`config.mk`:
```
export PLATFORM = sky130hd
export DESIGN_NAME = parallel_io_bank
export DESIGN_NICKNAME = d
export VERILOG_FILES = /design/src/rtl/io_pkg.sv /design/src/rtl/io_debounce.sv /design/src/rtl/parallel_io_bank.sv
export SDC_FILE = /design/constraint.sdc
export NUM_CORES = 1
export LEC_CHECK = 0
export BUFFER_PORTS_ARGS = -buffer_cell sky130_fd_sc_hd__buf_2
export CAP_MARGIN = 0
export CORE_MARGIN = 2
export CORE_UTILIZATION = 25
export CTS_CLUSTER_SIZE = 28
export DETAILED_ROUTE_END_ITERATION = 6
export HOLD_SLACK_MARGIN = 0.05
export PLACE_DENSITY_LB_ADDON = 0.3
export RECOVER_POWER = 100
export SLEW_MARGIN = 20
export SYNTH_ARGS = -nofsm -noshare
export SYNTH_HDL_FRONTEND = slang
export SYNTH_SLANG_ARGS = --single-unit
```
`constraint.sdc`:
```
create_clock -name clk -period 4.45 [get_ports clk]
set_input_delay 0.89 -clock clk [delete_from_list [all_inputs] [get_ports clk]]
set_output_delay 0.89 -clock clk [all_outputs]
set_load 0.01 [all_outputs]
```
`src/rtl/io_pkg.sv`:
```
// io_pkg
// Shared definitions for the memory-mapped parallel I/O bank.
//   - Register offsets inside the 16-address I/O window.
//   - io_reg_e: which register class an offset selects.
//   - decode_ofs(): maps a window offset to its register class.
package io_pkg;

    localparam int         IO_WIN_BITS = 4;       // 16-address window
    localparam logic [3:0] OFS_OUT0    = 4'd0;    // OUT[k]  at OFS_OUT0 + k
    localparam logic [3:0] OFS_IN0     = 4'd8;    // IN[k]   at OFS_IN0 + k
    localparam logic [3:0] OFS_STATUS  = 4'd14;   // change flags, write-1-to-clear
    localparam logic [3:0] OFS_MASK    = 4'd15;   // interrupt enables

    typedef enum logic [2:0] {
        REG_NONE   = 3'd0,
        REG_OUT    = 3'd1,
        REG_IN     = 3'd2,
        REG_STATUS = 3'd3,
        REG_MASK   = 3'd4
    } io_reg_e;

    // Offsets past the last implemented OUT/IN channel fall through to REG_NONE,
    // which reads as zero and ignores writes.
    function automatic io_reg_e decode_ofs(input logic [3:0] ofs,
                                           input int         n_out,
                                           input int         n_in);
        if (ofs == OFS_STATUS) return REG_STATUS;
        if (ofs == OFS_MASK)   return REG_MASK;
        if (int'(ofs) >= int'(OFS_OUT0) && int'(ofs) < int'(OFS_OUT0) + n_out) return REG_OUT;
        if (int'(ofs) >= int'(OFS_IN0)  && int'(ofs) < int'(OFS_IN0) + n_in)   return REG_IN;
        return REG_NONE;
    endfunction

endpackage

```
`src/rtl/io_debounce.sv`:
```
// io_debounce
// One input channel: two-flop synchroniser followed by a debouncer that only
// accepts a new value after it has been seen unchanged for DEB_CYCLES
// consecutive synchronised cycles.
// Ports:
//   clk, reset : clock, synchronous active-high reset
//   pin_i      : raw asynchronous channel input
//   in_o       : accepted (debounced) channel value, IN[k]
//   chg_o      : high in the cycle whose clock edge updates in_o
module io_debounce #(
    parameter int DATA_W     = 8,
    parameter int DEB_CYCLES = 4
) (
    input  logic              clk,
    input  logic              reset,
    input  logic [DATA_W-1:0] pin_i,
    output logic [DATA_W-1:0] in_o,
    output logic              chg_o
);

    localparam int               CNT_W   = $clog2(DEB_CYCLES + 1);
    localparam logic [CNT_W-1:0] CNT_MAX = CNT_W'(DEB_CYCLES);

    logic [DATA_W-1:0] sync1_q, sync2_q;
    logic [DATA_W-1:0] cand_q, cand_d;
    logic [DATA_W-1:0] in_q, in_d;
    logic [CNT_W-1:0]  cnt_q, cnt_d;

    // The count includes the current cycle: a freshly loaded candidate has
    // been seen once, so a value seen on DEB_CYCLES consecutive edges is
    // accepted on the last of them. The count saturates at DEB_CYCLES.
    always_comb begin
        cand_d = sync2_q;
        if (sync2_q != cand_q) begin
            cnt_d = CNT_W'(1);
        end else if (cnt_q == CNT_MAX) begin
            cnt_d = cnt_q;
        end else begin
            cnt_d = cnt_q + 1'b1;
        end
        in_d = in_q;
        if (cnt_d == CNT_MAX && sync2_q != in_q) begin
            in_d = sync2_q;
        end
    end

    always_ff @(posedge clk) begin
        if (reset) begin
            sync1_q <= '0;
            sync2_q <= '0;
            cand_q  <= '0;
            cnt_q   <= '0;
            in_q    <= '0;
        end else begin
            sync1_q <= pin_i;
            sync2_q <= sync1_q;
            cand_q  <= cand_d;
            cnt_q   <= cnt_d;
            in_q    <= in_d;
        end
    end

    assign in_o  = in_q;
    assign chg_o = (in_d != in_q);

endmodule

```
`src/rtl/parallel_io_bank.sv`:
```
// parallel_io_bank
// Memory-mapped parallel I/O bank sitting between the CPU data port and the
// data RAM. Addresses inside the 16-address window at BASE_ADDR are served
// here; everything else passes through to RAM.
//   offset 0..N_OUT-1 : OUT[k]   read/write, drives pin_out
//   offset 8..8+N_IN-1: IN[k]    read-only, debounced pin_in
//   offset 14         : STATUS   bit k set when IN[k] changes, write-1-to-clear
//   offset 15         : MASK     read/write interrupt enables
// Ports:
//   clk, reset : clock, synchronous active-high reset
//   address    : CPU data address
//   we         : CPU store strobe
//   wr_data    : CPU store data
//   mem_rdata  : data RAM read data
//   rd_data    : load data back to the CPU (combinational)
//   mem_wren   : RAM write enable, suppressed for I/O addresses
//   pin_in     : raw external inputs, channel k at [k*DATA_W +: DATA_W]
//   pin_out    : registered external outputs, same packing
//   irq        : OR of STATUS & MASK
module parallel_io_bank
    import io_pkg::*;
#(
    parameter int                DATA_W     = 8,
    parameter int                ADDR_W     = 8,
    parameter int                N_IN       = 2,
    parameter int                N_OUT      = 2,
    parameter logic [ADDR_W-1:0] BASE_ADDR  = 'hF0,
    parameter int                DEB_CYCLES = 4
) (
    input  logic                    clk,
    input  logic                    reset,
    input  logic [ADDR_W-1:0]       address,
    input  logic                    we,
    input  logic [DATA_W-1:0]       wr_data,
    input  logic [DATA_W-1:0]       mem_rdata,
    output logic [DATA_W-1:0]       rd_data,
    output logic                    mem_wren,
    input  logic [N_IN*DATA_W-1:0]  pin_in,
    output logic [N_OUT*DATA_W-1:0] pin_out,
    output logic                    irq
);

    logic [3:0]        offset;
    logic              io_hit;
    logic              io_we;
    io_reg_e           reg_sel;
    logic [3:0]        out_idx;
    logic [3:0]        in_idx;

    logic [DATA_W-1:0] out_q [N_OUT];
    logic [DATA_W-1:0] out_d [N_OUT];
    logic [DATA_W-1:0] mask_q, mask_d;
    logic [N_IN-1:0]   status_q, status_d;
    logic [DATA_W-1:0] in_val [N_IN];
    logic [N_IN-1:0]   in_chg;
    logic [DATA_W-1:0] io_rdata;

    assign offset   = address[IO_WIN_BITS-1:0];
    assign io_hit   = (address[ADDR_W-1:IO_WIN_BITS] == BASE_ADDR[ADDR_W-1:IO_WIN_BITS]);
    assign io_we    = we & io_hit;
    assign mem_wren = we & ~io_hit;
    assign reg_sel  = decode_ofs(offset, N_OUT, N_IN);
    assign out_idx  = offset - OFS_OUT0;
    assign in_idx   = offset - OFS_IN0;

    for (genvar k = 0; k < N_IN; k++) begin : g_in
        io_debounce #(
            .DATA_W     (DATA_W),
            .DEB_CYCLES (DEB_CYCLES)
        ) u_deb (
            .clk   (clk),
            .reset (reset),
            .pin_i (pin_in[k*DATA_W +: DATA_W]),
            .in_o  (in_val[k]),
            .chg_o (in_chg[k])
        );
    end

    for (genvar k = 0; k < N_OUT; k++) begin : g_out
        assign pin_out[k*DATA_W +: DATA_W] = out_q[k];
    end

    // Next-state for the CPU-visible registers. A change event on a STATUS
    // bit is ORed in after the clear so a coincident set wins.
    always_comb begin
        for (int k = 0; k < N_OUT; k++) begin
            out_d[k] = out_q[k];
            if (io_we && reg_sel == REG_OUT && out_idx == 4'(k)) begin
                out_d[k] = wr_data;
            end
        end
        mask_d = mask_q;
        if (io_we && reg_sel == REG_MASK) begin
            mask_d = wr_data;
        end
        status_d = status_q;
        if (io_we && reg_sel == REG_STATUS) begin
            status_d = status_q & ~wr_data[N_IN-1:0];
        end
        status_d = status_d | in_chg;
    end

    always_ff @(posedge clk) begin
        if (reset) begin
            for (int k = 0; k < N_OUT; k++) begin
                out_q[k] <= '0;
            end
            mask_q   <= '0;
            status_q <= '0;
        end else begin
            for (int k = 0; k < N_OUT; k++) begin
                out_q[k] <= out_d[k];
            end
            mask_q   <= mask_d;
            status_q <= status_d;
        end
    end

    // Zero-latency read mux; unimplemented offsets and STATUS bits >= N_IN read 0.
    always_comb begin
        io_rdata = '0;
        case (reg_sel)
            REG_OUT: begin
                for (int k = 0; k < N_OUT; k++) begin
                    if (out_idx == 4'(k)) io_rdata = out_q[k];
                end
            end
            REG_IN: begin
                for (int k = 0; k < N_IN; k++) begin
                    if (in_idx == 4'(k)) io_rdata = in_val[k];
                end
            end
            REG_STATUS: io_rdata[N_IN-1:0] = status_q;
            REG_MASK:   io_rdata = mask_q;
            default:    io_rdata = '0;
        endcase
    end

    assign rd_data = io_hit ? io_rdata : mem_rdata;
    assign irq     = |(status_q & mask_q[N_IN-1:0]);

endmodule

```
==> After elaboration in Yosys (flattened, before gate mapping) <==
Memories as Yosys holds them, arrays and structs flattened.
Cells that the tools add are included.
{ "op_classes": {"n_bitwise": 9, "n_eq_ne": 19, "reduce_logical": 11, "n_lt_le_gt_ge": 3, "n_mux": 39, "n_addsub": 3} }
{ "ops": {"columns": ["cell", "n"], "rows": [
  ["2-to-1 mux 8 bit", 11],
  ["!= test 8 bit", 6],
  ["2-to-1 mux 3 bit", 12],
  ["case mux 6 bit (3 select lines)", 1],
  ["== test 3 bit, second input constant", 5],
  ["2-to-1 mux 1 bit", 13],
  ["== test 4 bit, second input constant", 3],
  ["== test 4 x 1 -> 1 bit, second input constant", 2],
  ["logical AND 1 bit", 8],
  ["logical NOT 4 bit", 2],
  ["case mux 2 bit (4 select lines)", 1],
  ["adder 3 x 1 -> 3 bit, second input constant", 2],
  ["== test 3 x 2 -> 1 bit, second input constant", 2],
  ["bitwise AND 2 bit", 2],
  ["greater-or-equal comparator 4 bit, second input constant", 1],
  ["< comparator 4 x 2 -> 1 bit, second input constant", 1],
  ["< comparator 4 bit, second input constant", 1],
  ["subtractor 4 bit, second input constant", 1],
  ["== test 3 x 1 -> 1 bit, second input constant", 1],
  ["bitwise AND 1 bit", 2],
  ["2-to-1 mux 2 bit", 1],
  ["inverter 2 bit", 1],
  ["OR 1 bit", 2],
  ["OR 2 bit", 1],
  ["other kinds (2)", 2]
]} }
{ "totals": {"input_bits": 43, "elab_cells": 97, "mem_bits_rw": 16, "regBits": 80, "out_inout_bits": 26, "n_memories": 1} }
{ "mem_list": {"columns": ["name", "words", "width", "read_ports", "rd_clocked_by_memory_dff", "write_ports", "line", "source"], "rows": [
  ["out_q", 2, 8, 2, 0, 2, "parallel_io_bank.sv:50", "logic [DATA_W-1:0] out_q [N_OUT];"]
]} }

==> Logic depth before layout (Yosys ltp) <==
Gate-level depths: netlist (run 1).
{ "depth": {"word_depth": 17, "ltp_mapped": 7, "depth_no_buf": 7} }

==> Hierarchy <==
A second synthesis (run 1) with hierarchy kept.
{ "unflattened": {"cells_unflattened": 383, "hier_area_um2": 4016.4} }
{ "modules_own_cells": {"columns": ["mod", "cells_each", "area_each_um2", "seq_area_each_um2", "instances"], "rows": [
  ["io_debounce", 113, 1280.0, 700.7, 2],
  ["parallel_io_bank", 157, 1456.4, 520.5, 1]
]} }

==> Worst setup path before layout (run 1) <==
Ideal clock, no wire load.
{ "synth_path": {"path_kind": "input to output", "start": "in address[3]", "end": "out rd_data[1]", "path_stages": 4, "path_slack_ps": 1603, "arrival_time_ps": 1957, "required_time_ps": 3560, "path_buffers": 1, "path_cell_list": "buf_2 -> mux4_2 -> a221oi_1 -> nor2_1"} }
{ "synth_between": {"elab_chain_cells": 13, "word_cells_on_any_way": 38, "classes_between": "add/sub: 1; order compare: 3; eq/ne: 8; mux: 23; reduce/logical: 3"} }
{ "synth_rtl": {"columns": ["item", "line", "source"], "rows": [
  ["start: declaration", "parallel_io_bank.sv:32", "input logic [ADDR_W-1:0] address,"],
  ["greater-or-equal comparator 4 bit or < comparator 4 bit (tied branches)", "io_pkg.sv:30", "if (int'(ofs) >= int'(OFS_IN0) && int'(ofs) < int'(OFS_IN0) + n_in) return REG_IN;"],
  ["logical AND 1 bit", "io_pkg.sv:30", null],
  ["2-to-1 mux 1 bit (2 in a row)", "io_pkg.sv:30", null],
  ["2-to-1 mux 1 bit", "io_pkg.sv:29", "if (int'(ofs) >= int'(OFS_OUT0) && int'(ofs) < int'(OFS_OUT0) + n_out) return REG_OUT;"],
  ["2-to-1 mux 1 bit", "io_pkg.sv:28", "if (ofs == OFS_MASK) return REG_MASK;"],
  ["2-to-1 mux 3 bit", "io_pkg.sv:31", "return REG_NONE;"],
  ["2-to-1 mux 3 bit", "io_pkg.sv:30", null],
  ["2-to-1 mux 3 bit", "io_pkg.sv:29", null],
  ["2-to-1 mux 3 bit", "io_pkg.sv:28", null],
  ["== test 3 bit (tied with other cells)", "parallel_io_bank.sv:122", "case (reg_sel)"],
  ["case mux 2 bit (4 select lines) (*)", "parallel_io_bank.sv:122", null],
  ["2-to-1 mux 8 bit (*)", "parallel_io_bank.sv:139", "assign rd_data = io_hit ? io_rdata : mem_rdata;"],
  ["end: declaration", "parallel_io_bank.sv:36", "output logic [DATA_W-1:0] rd_data,"]
]} }
Every way passes the cells marked *; elsewhere a longest branch is shown, timed or not. The select of a mux whose other input is x is not followed.

==> Final worst setup path (run 1) <==
{ "layout_path": {"start": "in reset", "end": "reg g_in[0].u_deb.sync2_q[0]"} }
{ "layout_lines": {"columns": ["item", "line", "source"], "rows": [
  ["start: declaration", "parallel_io_bank.sv:31", "input logic reset,"],
  ["end signal: assignment", "io_debounce.sv:56", "sync2_q <= sync1_q;"],
  ["end: declaration", "io_debounce.sv:24", "logic [DATA_W-1:0] sync1_q, sync2_q;"]
]} }
No word-level cell between the ends.

==> impl_summary.md, run 1 <==
Logic synthesis
The netlist area before placement is just under 0.004 mm^2. The count of cell types in the netlist is 32. The cell count after synthesis is between 300 and 400. The count of warnings emitted by yosys is 0. Of the synthesized area, sequential elements account for 0.489.

The number of nets handed over by synthesis was approximately 420. The flip-flop and latch count after synthesis is between 90 and 100. Dividing the synthesized area by the synthesized cell count gives between 10 and 15 um^2.

Drt
In this run the top signal layer used is met4. The met2 wire length is approximately 3500 um. Detailed routing placed a total of between 500 and 600 um of wire on met3. After detailed routing, the average wire length per cell comes to 13.5 um. The wire length after detailed routing is 8810 um. For this run, design rule violations remaining after detail routing come to 0. The number of vias per cell is 4.25. The number of antenna-violating nets in the routed design is 0. The DRC violation total after the first TritonRoute iteration is approximately 120. After detailed routing, the wire length on met1 is around 4600 um. The first-pass iteration count of the detailed router is 4. The total vias in the final route is roughly 2,800.

Pwr
The completed layout was analyzed and its total power is roughly 1.7 mW. Summed over all cells, the static leakage comes to 2.17 nW. Dividing total power by cell area gives a power density of 363 mW/mm^2.

The largest vdd supply drop is 185 uV.

Floorplanning
In this run the horizontal extent of the chip is roughly 130 um. After floorplanning, the core was sized to cover about 0.015 mm^2. 69 I/O pins were placed. The effective utilization at floorplan is 0.258. The die height is roughly 130 um. The die covers between 0.015 and 0.02 mm^2. The number of rows created at floorplan is 45.

Final layout
The area growth from synthesis to layout is 20.1%. The number of nets in the layout is roughly 480. The ratio of cells with drive above 1 in the final layout is 0.200. Fill cells in the final layout number between 1,500 and 2,000. The antenna cell count is 0.

Setup path
The critical path depth is 3. The critical path is of the primary input to flip-flop type. STA classifies the critical path startpoint as a primary input. At the worst endpoint, the required time is ~4.7 ns.

The arrival time at the worst endpoint is ~3.7 ns. The largest fanout on the critical path is 65. Traced cell by cell, the critical path runs through clkbuf_1 -> clkbuf_2 -> nor2b_1. In this run the register-to-register setup slack is 2.39 ns. For this design, the slowest cell found on the critical path is clkbuf_1.

Counting both buffers and inverters, the worst setup path holds a total of 2. The kind of end point of the critical path is a flip-flop. The worst reg-to-reg path cell count is 5. On the critical path the largest part of the delay comes from buffers and inverters. For this run, the slowest stage of the critical path takes between 1.5 and 2 ns.

Worst hold path
The worst hold path depth is 1. The worst min-delay path category is flip-flop to flip-flop.

Timing
The peak clock frequency supported by timing is between 0.2 and 0.3 GHz. The worst path in the final design needs a cycle of 3.50 ns, including I/O delays and setup. Setup repair after global routing left no endpoint under its margin. The count of final hold-check violations is 0. At the pin with the least slew margin, the transition time is about 2.7 ns.

The setup TNS is 0 ns. The smallest setup slack after layout is between 0.9 and 1 ns. Setup violations remaining at the end of the flow were counted as 0. In this run the tightest slew margin relative to its limit is -0.815.

The total count of max-transition violations in the final report came to 66. The worst clock skew is just under 0.007 ns. The final worst-path cycle share is 0.786.

Status
The final reports fail on capacitance limit, slew limit. The flow ran to the end, but the final reports show violations.

Clock tree
Counting every sink on the clock net gives 96. The longest clock path from root to sink contains 2 buffers. The tree is rooted in a clkbuf_16. Once the clock tree was built, the resizer swapped 0 gates to a different size.

The clock edge transition at the registers on the reported setup and hold paths is 0.07 ns. TritonCTS built the clock tree. The total setup buffers inserted after CTS is 0. The H-tree depth reported by CTS is 3. The number of hold buffers added after CTS was 0. Buffers inserted during clock tree synthesis total 9. Clock latency on the worst-skew pair, taken at its later pin, is between 0.3 and 0.4 ns.

Placement
The placed wire-length estimate is about 6400 um. During placement, the flow inserted port buffers numbering 68. The global placement routability congestion is 0.758. OpenSTA, run right after detailed placement, puts the worst setup slack at ~1.3 ns.

Job
The reported max-cap violation count is 1.

GRT
The number of antenna violations at the first check in global routing was 0. The first global-routing pass estimated roughly 14,000 um of wire. Entering global routing, the biggest net connects 66 pins. The total overflow left after global routing is 0. The number of global-route vias before repair is around 2,600. The total track usage is 0.110.
==> Yosys cell counts (all sizes together) <==
cell	number	area share
a211o	2	0.0045
a221oi	7	0.016
mux2	23	0.066
inv	4	0.0038
nand3b	2	0.0038
xnor2	2	0.0045
nand2	5	0.0048
nand4	4	0.0080
and2	1	0.0016
o21ba	2	0.0051
nand3	1	0.0013
and4	1	0.0022
nor3	5	0.012
and3	1	0.0016
dfxtp	96	0.49
clkbuf	10	0.0096
o21ai	3	0.0038
nor2	45	0.044
xor2	32	0.071
a32oi	1	0.0022
nor2b	65	0.10
nor4	8	0.013
a21boi	2	0.0038
nor3b	2	0.0038
mux4	3	0.017
a22o	11	0.025
mux2i	24	0.061
buf	5	0.0064
ha	4	0.013
==> layer usage <==
metal,vias up,GRT usage
met2,85,0.155
met4,0,0.0403
met5,-,0
met3,12,0.0330
li1,1394,-
met1,1281,0.157
==> cells by family after synthesis <==
| logic type | synth area share |
|---|---|
| muxes | 0.144 |
| buffers and inverters | 0.0197 |
| DFF | 0.489 |
| adders and majority gates | 0.0127 |
| and+or+nand+nor | 0.199 |
| xor gates and xnor gates | 0.0758 |
| AOI/OAI and AO/OA | 0.0595 |
==> state kept, by name (all words and copies together), names as in the netlist <==
name,flops
g_in.u_deb.cand_q,16
g_in.u_deb.in_o,16
out_q,16
status_q,2
g_in.u_deb.cnt_q,6
g_in.u_deb.sync1_q,16
mask_q,8
g_in.u_deb.cand_d,16
==> area by class of cell <==
cell class	count	area, um^2	share of cell area
multi-input cells	256	1930	0.409
flip-flops and latches	96	1920	0.407
well taps	211	264	0.0559
inverters	4	15.0	0.00318
clock buffers	13	250	0.0530
clock inverters	3	26.3	0.00557
repair buffers	69	313	0.0663
==> worst reg2reg max path, cell delays in order, from the launching register on <==
cell and delay [ns]:
dfxtp_1 0.35, xor2_1 0.17, nor4_1 0.31, nand2_1 0.20
nor3_4 0.52, mux2_2 0.41
==> power breakdown <==
group / switching [mW] / internal, mW
sequential: 0.0117 / 0.880
clock: 0.315 / 0.399
combinational: 0.0621 / 0.0483
total: 0.389 / 1.33
==> placed cells by master (no fill, tap or decap), types with 3 or more instances in the layout <==
cell type,instances
a221oi_1,7
nor3_1,3
buf_2,42
dfxtp_1,96
nand4_1,3
a22o_1,11
mux2_2,23
clkbuf_1,29
mux4_2,3
xor2_1,32
inv_1,4
nor4_1,8
nand2_1,5
o21ai_0,3
mux2i_1,24
nor2b_1,65
clkbuf_16,9
nor2_1,44
ha_1,4
==> path summary, 6_finish.rpt <==
path | from | endpoint
worst max-delay path | reset | g_in[0].u_deb.cand_d[0]
worst max register to register | g_in[1].u_deb.cand_d[0] | g_in[1].u_deb.in_o[7]
worst min register to register | g_in[1].u_deb.sync1_q[5] | g_in[1].u_deb.cand_d[5]
worst min-delay path | g_in[1].u_deb.sync1_q[5] | g_in[1].u_deb.cand_d[5]
==> per-stage QoR <==
| stage | util | hold slack [ns] | cells | area [um^2] |
|---|---|---|---|---|
| floorplan | - | 0.414 | 371 | 3930 |
| global placement | 0.294 | 0.428 | 636 | 4480 |
| detailed placement | 0.294 | 0.421 | 636 | 4480 |
| CTS | 0.312 | 0.436 | 652 | 4760 |
| global route | 0.309 | 0.459 | 652 | 4720 |
| finish | 0.309 | 0.435 | 652 | 4720 |
Note: power is estimated with default switching activity, not from simulation.
==> run 2: changes to the inputs <==
--- a/config.mk
+++ b/config.mk
@@ -5,6 +5,7 @@
 export SDC_FILE = /design/constraint.sdc
 export NUM_CORES = 1
 export LEC_CHECK = 0
+export ABC_AREA = 1
 export BUFFER_PORTS_ARGS = -buffer_cell sky130_fd_sc_hd__buf_2
 export CAP_MARGIN = 0
 export CORE_MARGIN = 2
==> constraint.sdc (replaced) <==
create_clock -name clk -period 3.4 [get_ports clk]
set_input_delay 0.68 -clock clk [delete_from_list [all_inputs] [get_ports clk]]
set_output_delay 0.68 -clock clk [all_outputs]
set_load 0.01 [all_outputs]
==> run 2 against run 1 <==
Effect of this change: critical path type unchanged; largest cell class is now sequential cells; clock power up 60%; power grew 45%; critical endpoint is now out_q[0][1]; critical path depth is 2 higher; the run still ends with capacitance limit, slew limit left.
==> impl_summary.md, run 2 <==
Logic synthesis
The flip-flop and latch count after synthesis came to 96 (unchanged). The net count after synthesis was 632 (was 418). List of most frequent post-synthesis cells: 145 x nand2_1, 131 x nor2_1, 96 x dfxtp_1 (was 96 x dfxtp_1, 65 x nor2b_1, 44 x nor2_1). The most used flip-flop cell after synthesis is dfxtp_1 (unchanged). The most instantiated library cell after synthesis was nand2_1 (was dfxtp_1). The netlist area before placement is 0.00409 mm^2 (was 0.00393 mm^2).

The async set-or-reset flop fraction in the synthesized netlist was 0 (unchanged). The count of cell types in the netlist is 24 (was 32). The proportion of netlist area held by the largest area contributor is 0.470 (was 0.489). The fraction of the yosys area taken by sequential cells is 0.470 (was 0.489). The count of warnings emitted by yosys is 0 (unchanged).

Cell types occupying the most area after synthesis: dfxtp_1 47%, nand2_1 13%, nor2_1 12% (was dfxtp_1 49%, nor2b_1 10%, xor2_1 7.1%). The number of enable flip-flop cells after synthesis is 0 (unchanged). The library cell occupying the most area in the post-synthesis netlist was dfxtp_1 (unchanged). The mean post-synth cell area was 6.99 um^2 (was 10.6 um^2).

The cell count after synthesis is 585 (was 371).

Clock tree
The count of instances resized after the clock tree is built is 0 (unchanged). The H-tree depth reported by CTS is 3 (unchanged). The clock tree from TritonCTS was built (unchanged).

The clock edge transition at the registers on the reported setup and hold paths is 0.07 ns (about the same). The number of clock sinks came to 96 (unchanged). The total setup buffers inserted after CTS is 0 (unchanged). The maximum buffer depth of the clock tree is 2 (unchanged). The worst-skew pair later-pin latency is 0.35 ns (was 0.34 ns).

The clock root buffer is clkbuf_16 (unchanged). The TritonCTS buffer count was 9 (unchanged). The number of hold buffers added after cts was 0 (unchanged).

Status
Failing checks: capacitance limit, slew limit (unchanged). Status: finished with violations (unchanged).

Timing
Based on the critical path, the design can be clocked at up to ~0.37 GHz. The total count of max-transition violations in the final report is 37 (was 66). The setup TNS came to 0 ns (unchanged). The remaining max-slew budget at the tightest pin is -0.0822 (was -0.815). Dividing the final minimum period by the clock period gives 0.794. Subtracting the final worst setup slack from the clock period gives between 2 and 3 ns. The smallest setup slack after layout is 0.701 ns (was 0.954 ns).

The final setup violation count is 0 (unchanged). RSZ-0062 raised after global routing: no (unchanged). The measured slew at the worst slew-check pin is 1.62 ns (was 2.72 ns).

The worst clock skew came to 0.00606 ns (was 0.00691 ns). The count of final hold-check violations is 0 (unchanged).

Pwr
The standby leakage power came to 2.28 nW (was 2.17 nW). The ratio of total power to cell area is 503 mW/mm^2 (was 363 mW/mm^2). The largest vdd supply drop is 228 uV (was 185 uV).

GRT
The number of global-route vias before repair was 3,452 (was 2,644). The total track usage is 0.120 (was 0.110). The first-pass GRT wire length was 16,800 um (was 14,000 um). The remaining global-route overflow is 0 (unchanged).

The number of antenna violations at the first check in global routing is 0 (unchanged). The pin count of the biggest net entering global routing is 39 (was 66).

Floorplanning
The number of rows created at floorplan is 46 (was 45). The effective utilization at floorplan is 0.257 (was 0.258). The die height is 132 um (was 129 um). The area of the core was 0.0159 mm^2 (was 0.0153 mm^2). The width of the die was 132 um (was 129 um). The number of I/O pins is 69 (unchanged). The area enclosed by the die boundary is 0.0174 mm^2 (was 0.0167 mm^2).

Final layout
The combined flip-flop and latch cell area is 0.00192 mm^2 (unchanged). The multi-input combinational cell area is 0.00178 mm^2 (was 0.00193 mm^2). The design area is 0.00494 mm^2 (was 0.00472 mm^2). The most common cell after layout, fill and taps aside is nand2_1 (was dfxtp_1). The filler cell count in the final layout is 1,794 (was 1,613).

Top library cells by usage in the layout, fill and taps aside: 145 x nand2_1, 133 x nor2_1, 96 x dfxtp_1 (was 96 x dfxtp_1, 65 x nor2b_1, 44 x nor2_1). The number of nets in the layout is 701 (was 483). The area growth from synthesis to layout is 20.8% (was 20.1%). The antenna cell count is 0 (unchanged). The share of the core filled with cells in the final layout came to 0.310 (was 0.309). The ratio of cells with drive above 1 in the final layout is 0.106 (was 0.200).

Placement
The global placement routability congestion is 0.775 (was 0.758). The placed wire-length estimate is 7220 um (was 6400 um). The cell area after placement is 0.00467 mm^2 (was 0.00448 mm^2). The post-placement setup slack is 0.875 ns (was 1.28 ns). The number of buffers added on ports is 68 (unchanged).

Setup path
Cells along the critical path: clkbuf_1 -> clkinv_1 -> clkbuf_1 -> o21ai_0 -> a21oi_1 (was clkbuf_1 -> clkbuf_2 -> nor2b_1). The critical path startpoint category is a primary input (unchanged). The cell with the largest stage delay on the worst path is clkbuf_1 (unchanged).

In this design, the critical path's most frequently occurring cell is clkbuf_1. The required time at the worst-slack endpoint is 3.68 ns (was 4.66 ns). The arrival time at the worst endpoint was 2.98 ns (was 3.70 ns). The largest fanout on the critical path is 36 (was 65). The kind of critical path was primary input to flip-flop (unchanged). The maximum cell stage delay along the critical path is 1.19 ns (was 1.89 ns). The kind of end point of the critical path was a flip-flop (unchanged). The worst reg-to-reg setup slack was 1.26 ns (was 2.39 ns).

Worst hold path
The worst min-delay path category is flip-flop to flip-flop (unchanged).

Drt
The DRC violation total after the first TritonRoute iteration was 177 (was 119). The number of vias per cell came to 4.03 (was 4.25). The first-pass iteration count of the detailed router came to 5 (was 4). The detailed-route DRC error count is 0 (unchanged). The routed length per instance is 11.3 um (was 13.5 um).

The number of antenna-violating nets in the routed design is 0 (unchanged). The wire length after detailed routing is 9900 um (was 8810 um). The total vias in the final route is 3,522 (was 2,772).

Job
The reported max-cap violation count is 1 (unchanged).
[run 2: cell type report]
type | count | area share
multi-input cells | 391 | 0.360
clock inverters | 6 | 0.0220
flip-flops and latches | 96 | 0.389
inverters | 85 | 0.0646
well taps | 216 | 0.0547
repair buffers | 71 | 0.0646
clock buffers | 9 | 0.0456
[run 2: report_power, final]
part	switching [mW]	internal [mW]
clock	0.431	0.713
sequential	0.0161	1.15
combinational	0.108	0.0649
total	0.554	1.93
[run 2: metrics by stage]
stage	power [mW]	cells	hold WS, ns
after global routing	2.60	874	0.415
after floorplan	1.31	585	0.388
after global placement	1.37	859	0.395
after detailed placement	1.37	859	0.392
after CTS	2.53	874	0.401
final	2.48	874	0.401
[run 2: final timing paths]
kind,startpoint,end,cells after the start
max reg2reg,g_in[0].u_deb.cnt_q[0],g_in[0].u_deb.in_o[5],9
min,g_in[1].u_deb.sync1_q[4],g_in[1].u_deb.cand_d[4],2
max,reset,out_q[0][1],5
min reg2reg,g_in[1].u_deb.sync1_q[4],g_in[1].u_deb.cand_d[4],2
[run 2: worst max-delay path, delay by kind of cell]
| family | cells | cell delay (ns) |
|---|---|---|
| buf+inv | 3 | 1.81 |
| compound gates | 2 | 0.46 |
[run 2: metal layers]
| layer | global-route usage | part of all wire |
|---|---|---|
| met2 | 0.180 | 0.40 |
| met5 | 0 | 0 |
| met1 | 0.163 | 0.52 |
| met4 | 0.0610 | 0.026 |
| met3 | 0.0265 | 0.047 |
[run 2: logic make-up (layout without fill, tap and decap cells)]
family | count (synthesis) | count (layout) | share of synthesized area
adders and majority gates | 4 | 4 | 0.0122
DFF | 96 | 96 | 0.470
AOI/OAI and AO/OA | 48 | 48 | 0.0606
buffers and inverters | 98 | 171 | 0.0921
xor gates and xnor gates | 27 | 27 | 0.0578
and+or+nand+nor | 312 | 312 | 0.307
